`src/rtl/mmcam_match_ctrl_if.sv`:
```
// Packet handshake and MMRAM command bundle of the matching-memory controller.
// The slave side is the controller; the master side is its upstream/downstream environment.
interface mmcam_match_ctrl_if #(
  parameter int TAG_W  = 19,
  parameter int ADDR_W = 6
);
  logic              Send_in;
  logic              Ack_out;
  logic              MachingFlag;
  logic [TAG_W-1:0]  tag_in;
  logic              Send_out;
  logic              Ack_in;
  logic              WR_E;
  logic              DEL;
  logic [ADDR_W-1:0] ADDR;
  logic              HIT;
  logic              FULL;
  logic              OVF;
  logic [ADDR_W:0]   COUNT;

  modport master (
    output Send_in, MachingFlag, tag_in, Ack_in,
    input  Ack_out, Send_out, WR_E, DEL, ADDR, HIT, FULL, OVF, COUNT
  );

  modport slave (
    input  Send_in, MachingFlag, tag_in, Ack_in,
    output Ack_out, Send_out, WR_E, DEL, ADDR, HIT, FULL, OVF, COUNT
  );
endinterface

```
`src/rtl/mmcam_match_ctrl.sv`:
```
// Allocate-or-match controller for the matching memory: one packet in flight,
// one MMRAM command (write, delete/read or bypass) per packet.
module mmcam_match_ctrl #(
  parameter int ENTRIES = 64,
  parameter int ADDR_W  = 6,
  parameter int TAG_W   = 19
) (
  input  logic                CP,
  input  logic                MR,
  mmcam_match_ctrl_if.slave   bus
);

  typedef enum logic [1:0] {
    S_IDLE,
    S_SEARCH,
    S_WRITE,
    S_ISSUE
  } state_t;

  localparam logic [ADDR_W:0] FULL_COUNT = (ADDR_W+1)'(ENTRIES);

  state_t              state_q, state_d;
  logic [ENTRIES-1:0]  valid_q, valid_d;
  logic [ADDR_W:0]     count_q, count_d;
  logic                ovf_q, ovf_d;
  logic                mf_q, mf_d;
  logic [TAG_W-1:0]    tag_q, tag_d;
  logic                ack_q, ack_d;
  logic                send_q, send_d;
  logic                wr_q, wr_d;
  logic                del_q, del_d;
  logic                hit_q, hit_d;
  logic [ADDR_W-1:0]   addr_q, addr_d;

  logic [TAG_W-1:0]    tag_mem [ENTRIES];
  logic                tag_we;

  logic [ENTRIES-1:0]  match_vec;
  logic                hit_found;
  logic [ADDR_W-1:0]   hit_idx;
  logic [ADDR_W-1:0]   free_idx;
  logic                full;

  assign full = (count_q == FULL_COUNT);

  // Parallel compare of the latched tag against every valid entry.
  always_comb begin
    for (int i = 0; i < ENTRIES; i++) begin
      match_vec[i] = valid_q[i] && (tag_mem[i] == tag_q);
    end
  end

  // Priority encoders: scanning downward leaves the lowest qualifying index.
  always_comb begin
    hit_found = 1'b0;
    hit_idx   = '0;
    free_idx  = '0;
    for (int i = ENTRIES - 1; i >= 0; i--) begin
      if (match_vec[i]) begin
        hit_found = 1'b1;
        hit_idx   = ADDR_W'(i);
      end
      if (!valid_q[i]) begin
        free_idx = ADDR_W'(i);
      end
    end
  end

  always_comb begin
    // NOTE: every signal gets its hold/idle value first so no path through the case leaves one unassigned (no latches).
    state_d = state_q;
    valid_d = valid_q;
    count_d = count_q;
    ovf_d   = ovf_q;
    mf_d    = mf_q;
    tag_d   = tag_q;
    send_d  = send_q;
    hit_d   = hit_q;
    addr_d  = addr_q;
    ack_d   = 1'b0;
    wr_d    = 1'b0;
    del_d   = 1'b0;
    tag_we  = 1'b0;

    unique case (state_q)
      S_IDLE: begin
        if (bus.Send_in) begin
          mf_d    = bus.MachingFlag;
          tag_d   = bus.tag_in;
          ack_d   = 1'b1;
          state_d = S_SEARCH;
        end
      end

      S_SEARCH: begin
        if (!mf_q) begin
          send_d  = 1'b1;
          hit_d   = 1'b0;
          addr_d  = '0;
          state_d = S_ISSUE;
        end else if (hit_found) begin
          del_d            = 1'b1;
          send_d           = 1'b1;
          hit_d            = 1'b1;
          addr_d           = hit_idx;
          valid_d[hit_idx] = 1'b0;
          count_d          = count_q - 1'b1;
          state_d          = S_ISSUE;
        end else if (!full) begin
          wr_d              = 1'b1;
          addr_d            = free_idx;
          valid_d[free_idx] = 1'b1;
          tag_we            = 1'b1;
          count_d           = count_q + 1'b1;
          state_d           = S_WRITE;
        end else begin
          // No room for a partner-less packet: it is dropped and flagged.
          ovf_d   = 1'b1;
          state_d = S_IDLE;
        end
      end

      S_WRITE: begin
        state_d = S_IDLE;
      end

      S_ISSUE: begin
        if (bus.Ack_in) begin
          send_d  = 1'b0;
          state_d = S_IDLE;
        end
      end

      default: state_d = S_IDLE;
    endcase
  end

  // NOTE: sequential state uses non-blocking assignments so every register samples pre-edge values.
  always_ff @(posedge CP or posedge MR) begin
    if (MR) begin
      state_q <= S_IDLE;
      valid_q <= '0;
      count_q <= '0;
      ovf_q   <= 1'b0;
      mf_q    <= 1'b0;
      tag_q   <= '0;
      ack_q   <= 1'b0;
      send_q  <= 1'b0;
      wr_q    <= 1'b0;
      del_q   <= 1'b0;
      hit_q   <= 1'b0;
      addr_q  <= '0;
    end else begin
      state_q <= state_d;
      valid_q <= valid_d;
      count_q <= count_d;
      ovf_q   <= ovf_d;
      mf_q    <= mf_d;
      tag_q   <= tag_d;
      ack_q   <= ack_d;
      send_q  <= send_d;
      wr_q    <= wr_d;
      del_q   <= del_d;
      hit_q   <= hit_d;
      addr_q  <= addr_d;
    end
  end

  // NOTE: tag storage has no reset; an entry's tag is only observed while its valid bit is set.
  always_ff @(posedge CP) begin
    if (tag_we) begin
      tag_mem[free_idx] <= tag_q;
    end
  end

  assign bus.Ack_out  = ack_q;
  assign bus.Send_out = send_q;
  assign bus.WR_E     = wr_q;
  assign bus.DEL      = del_q;
  assign bus.ADDR     = addr_q;
  assign bus.HIT      = hit_q;
  assign bus.FULL     = full;
  assign bus.OVF      = ovf_q;
  assign bus.COUNT    = count_q;

endmodule

```
`src/flat_wrapper.sv`:
```
// flat-port wrapper written by rule: the top's interface ports become plain ports
module mmcam_match_ctrl_flat 
#(
  parameter int ENTRIES = 64,
  parameter int ADDR_W  = 6,
  parameter int TAG_W   = 19
)
  (CP, MR, bus_Send_in, bus_MachingFlag, bus_tag_in, bus_Ack_in, bus_Ack_out, bus_Send_out, bus_WR_E, bus_DEL, bus_ADDR, bus_HIT, bus_FULL, bus_OVF, bus_COUNT);
  mmcam_match_ctrl_if #(.TAG_W(TAG_W), .ADDR_W(ADDR_W)) bus_i ();
  input  logic CP;
  input  logic MR;
  input wire logic [$bits(bus_i.Send_in)-1:0] bus_Send_in;
  input wire logic [$bits(bus_i.MachingFlag)-1:0] bus_MachingFlag;
  input wire logic [$bits(bus_i.tag_in)-1:0] bus_tag_in;
  input wire logic [$bits(bus_i.Ack_in)-1:0] bus_Ack_in;
  output wire logic [$bits(bus_i.Ack_out)-1:0] bus_Ack_out;
  output wire logic [$bits(bus_i.Send_out)-1:0] bus_Send_out;
  output wire logic [$bits(bus_i.WR_E)-1:0] bus_WR_E;
  output wire logic [$bits(bus_i.DEL)-1:0] bus_DEL;
  output wire logic [$bits(bus_i.ADDR)-1:0] bus_ADDR;
  output wire logic [$bits(bus_i.HIT)-1:0] bus_HIT;
  output wire logic [$bits(bus_i.FULL)-1:0] bus_FULL;
  output wire logic [$bits(bus_i.OVF)-1:0] bus_OVF;
  output wire logic [$bits(bus_i.COUNT)-1:0] bus_COUNT;
  assign bus_i.Send_in = bus_Send_in;
  assign bus_i.MachingFlag = bus_MachingFlag;
  assign bus_i.tag_in = bus_tag_in;
  assign bus_i.Ack_in = bus_Ack_in;
  assign bus_Ack_out = bus_i.Ack_out;
  assign bus_Send_out = bus_i.Send_out;
  assign bus_WR_E = bus_i.WR_E;
  assign bus_DEL = bus_i.DEL;
  assign bus_ADDR = bus_i.ADDR;
  assign bus_HIT = bus_i.HIT;
  assign bus_FULL = bus_i.FULL;
  assign bus_OVF = bus_i.OVF;
  assign bus_COUNT = bus_i.COUNT;
  mmcam_match_ctrl #(.ENTRIES(ENTRIES), .ADDR_W(ADDR_W), .TAG_W(TAG_W)) u_core (.CP(CP), .MR(MR), .bus(bus_i));
endmodule
```
`config.mk`:
```
export PLATFORM = sky130hd
export DESIGN_NAME = mmcam_match_ctrl_flat
export DESIGN_NICKNAME = d
export VERILOG_FILES = /design/src/rtl/mmcam_match_ctrl_if.sv /design/src/rtl/mmcam_match_ctrl.sv /design/src/flat_wrapper.sv
export SDC_FILE = /design/constraint.sdc
export NUM_CORES = 2
export LEC_CHECK = 0
export ABC_CLOCK_PERIOD_IN_PS = 4900
export CORE_ASPECT_RATIO = 0.8
export CORE_UTILIZATION = 48
export CTS_CLUSTER_SIZE = 10
export DETAILED_ROUTE_END_ITERATION = 6
export PLACE_DENSITY = 0.69
export SLEW_MARGIN = 5
export SYNTH_ARGS = -nofsm -noshare
export SYNTH_HDL_FRONTEND = slang
export SYNTH_SLANG_ARGS = --single-unit
```
`constraint.sdc`:
```
create_clock -name CP -period 4.9 [get_ports CP]
set_input_delay 0.735 -clock CP [delete_from_list [all_inputs] [get_ports CP]]
set_output_delay 0.735 -clock CP [all_outputs]
set_load 0.02 [all_outputs]
```
==> flow_summary.yaml <==
sta:
  clock.fmax_mhz: 212
  worst_slack_ps: 178
  maxSlewHeadroom_pct: 40.7
  setup_viol: 0
  skew_ps: 30.9
  hold_ws_ps: 357
  finalSetupTns_ps: 0
  worstMarginPinSlew_ps: 883
  finalHoldViolCount: 0
  finalCritPeriodShare_pct: 96.4
  min_period_ps: 4720
  drv_slew: 0
  rsz0062_at_grt: "false"
global_route:
  overflow: 0
  grt_pass1_wl_um: 264000
  grt_pass1_vias: 38725
  track_usage_pct: 27.8
  antenna_found_initial: 1
  grt_max_degree: 81
detailed_routing:
  wl_per_cell_um: 27.8
  drt_wl_total_um: 182000
  first_iter_violations: 5269
  ant_nets: 0
  vias: 40607
  firstDrtPassIters: 6
  avgViaCountPerCell: 6.20
  route.detailed.drc: 0
synthesis:
  async_reset_ff_share_pct: 7.95
  ys_warn_count: 0
  synth_top_cell_area_share_pct: 59.1
  synth-edff-count: 1216
  synth_flop_cell: "edfxtp_1"
  syn_avg_cell_area_um2: 14.0
  syn_area_mm2: 0.0617
  yosysTopAreaCell: "edfxtp_1"
  yosysUniqueCellTypes: 91
  netlist_top_cells_area: "edfxtp_1 (59%), xor2_1 (11%), xnor2_1 (6.4%), dfrtp_1 (4.3%), nand4_1 (3.6%)"
  syn_nets: 4434
  syn_inst: 4406
  ys_ff_latch: 1321
  synth-seq-area-share_pct: 63.4
critical_path:
  crit_fanout: 20
  cp-startpoint: "u_core.tag_q[17]$_DFFE_PP0P_"
  arrival_ps: 5370
  setup.worst_path.class: "reg -> reg"
  worstRegToRegCells: 13
  startpoint_type: "flop"
  critPathRequiredTime_ps: 5550
  cp-end-kind: "flop"
  r2r-start: "u_core.tag_q[17]$_DFFE_PP0P_"
die:
  start_util_pct: 48.5
  die-height_um: 323
  fp.coreArea_mm2: 0.127
  fp-row-count: 117
  ios: 44
  die-area_mm2: 0.130
  fp.dieW_um: 403
clocking:
  clock-sinks: 1321
  ctsHoldBuffers: 0
  clkLatencyLatePin_ps: 790
  ctsLongestPathBuffers: 3
  cts_tree: "yes"
  cts_inserted_buffers: 151
  clk_pin_slew_worst_paths_ps: 60
  cts_root_buf: "clkbuf_16"
  htreeDepth: 4
power:
  p_leak_uw: 0.0237
  clkPwrFrac_pct: 25.0
  power-per-cell-area_mw_per_mm2: 570
  internal_power_uw: 25400
  ir_worst_vdd_uv: 491
  pwr-share-seq_pct: 36.9
  netSwitchingFraction_pct: 37.1
  power.switching_uw: 15000
  p_comb_share_pct: 38.2
placed_design:
  portBuffers: 43
  pre_cts_ws_ps: 232
  hpwl_um: 126000
  globalplace.congestion: 1.04
status:
  outcome: "complete, no violations"
cells_and_area:
  layout.nets: 4843
  area_delta_synth_final_pct: 15.1
  drive_gt1_share_pct: 13.2
  final_common_cell: "edfxtp_1"
  most-common-layout-cells: "edfxtp_1 (1,216), xor2_1 (770), xnor2_1 (452)"
worst_hold_path:
  hold_path_class: "in -> async"
flow_run:
  drv_cap: 0
-- cell type report --
type	instances	area, um^2
antenna	2	5.00
clock buffer	210	4040
clock inverter	14	166
fill	10077	56300
inverter	43	164
multi-input combinational	2880	21000
sequential	1321	39200
tap	1666	2080
timing repair buffer	418	4370
-- synthesized netlist by cell type (all sizes together) (7+ instances only) --
library cell	count
edfxtp	1216
xor2	770
xnor2	452
nand4	359
nor4	325
nor2	190
nand2	183
buf	147
nor4b	131
dfrtp	105
o21ai	60
a21oi	56
nand3	44
inv	42
a2bb2oi	35
nor3	35
a31oi	19
mux2	19
nand2b	17
clkbuf	15
or3	15
nand4b	14
nor2b	12
a21o	10
and2	10
o31a	10
or2	10
a211oi	9
o21bai	8
a21boi	7
and4	7
-- kinds of logic (layout without fill, tap and decap cells) --
| logic type | Yosys count | in the layout | synth area share (%) |
|---|---|---|---|
| and+or+nand+nor | 1366 | 1366 | 13.2 |
| DFF | 1321 | 1321 | 63.4 |
| xor gates and xnor gates | 1222 | 1222 | 17.3 |
| AOI/OAI and AO/OA | 269 | 269 | 3.02 |
| buffers and inverters | 205 | 685 | 2.63 |
| muxes | 19 | 19 | 0.347 |
| adders and majority gates | 4 | 4 | 0.0811 |
| other | 0 | 2 | 0 |
-- worst max-delay path: stages (launching register included) --
cell and delay (ps):
dfrtp_4 710, buf_4 260, xor2_1 170, nor4_1 280
nand3_1 130, nor3_1 600, o21ai_0 300, a21oi_1 510
nand3_1 170, o221ai_1 260, o2111a_1 420, buf_4 220
and2_1 400, a21oi_1 130
-- flip-flops by register name (all words and copies together) (netlist names) --
name	flops
u_core.bus.DEL	1
u_core.bus.HIT	1
u_core.bus.Send_out	1
u_core.bus.WR_E	1
u_core.tag_q	19
u_core.mf_q	1
u_core.bus.Ack_out	1
u_core.bus.COUNT	7
u_core.tag_mem	1216
u_core.valid_q	64
u_core.bus.OVF	1
u_core.bus.ADDR	6
u_core.state_q	2
-- what timing repair did --
action	in CTS	in global routing
hold endpoints to repair	0	0
resized for setup	0	2
setup buffers	0	9
endpoints found under the setup margin	0	110
-- worst paths after layout --
check                                                  to  slack (ps)
setup reg to reg           u_core.valid_q[25]$_DFFE_PP0P_         180
setup / recovery           u_core.valid_q[25]$_DFFE_PP0P_         180
hold reg to reg            u_core.bus.ADDR[2]$_DFFE_PP0P_         480
min in group CP            u_core.bus.ADDR[2]$_DFFE_PP0P_         480
max in group asynchronous  u_core.valid_q[54]$_DFFE_PP0P_        3590
hold / removal               u_core.tag_q[15]$_DFFE_PP0P_         360
-- per-layer routing --
metal	vias to the layer above	GRT usage [%]	part of all wire, %
met5	-	0	0.0077
met4	2	9.62	3.3
met3	353	6.65	12
met2	2340	39.2	42
met1	20370	41.6	44
li1	17542	-	-
-- stage by stage --
step / instances / area, um^2 / total power (uW) / utilization, %
4_1_cts: 6543 / 70900 / 40200 / 55.7
6_report: 6554 / 71000 / 40500 / 55.8
5_1_grt: 6552 / 71000 / 41900 / 55.8
3_3_place_gp: 6319 / 66700 / 30000 / 52.4
3_5_place_dp: 6319 / 66700 / 30100 / 52.4
2_1_floorplan: 4406 / 61700 / 24100 / -
-- power groups by stage --
stage / clock network (uW) / logic, uW / registers (uW)
3_3_place_gp: 0 / 14800 / 15200
6_report: 10100 / 15400 / 14900
3_5_place_dp: 0 / 14900 / 15200
2_1_floorplan: 0 / 8760 / 15300
4_1_cts: 10200 / 15000 / 15000
5_1_grt: 10600 / 16300 / 14900
(Power assumes the default switching activity.)
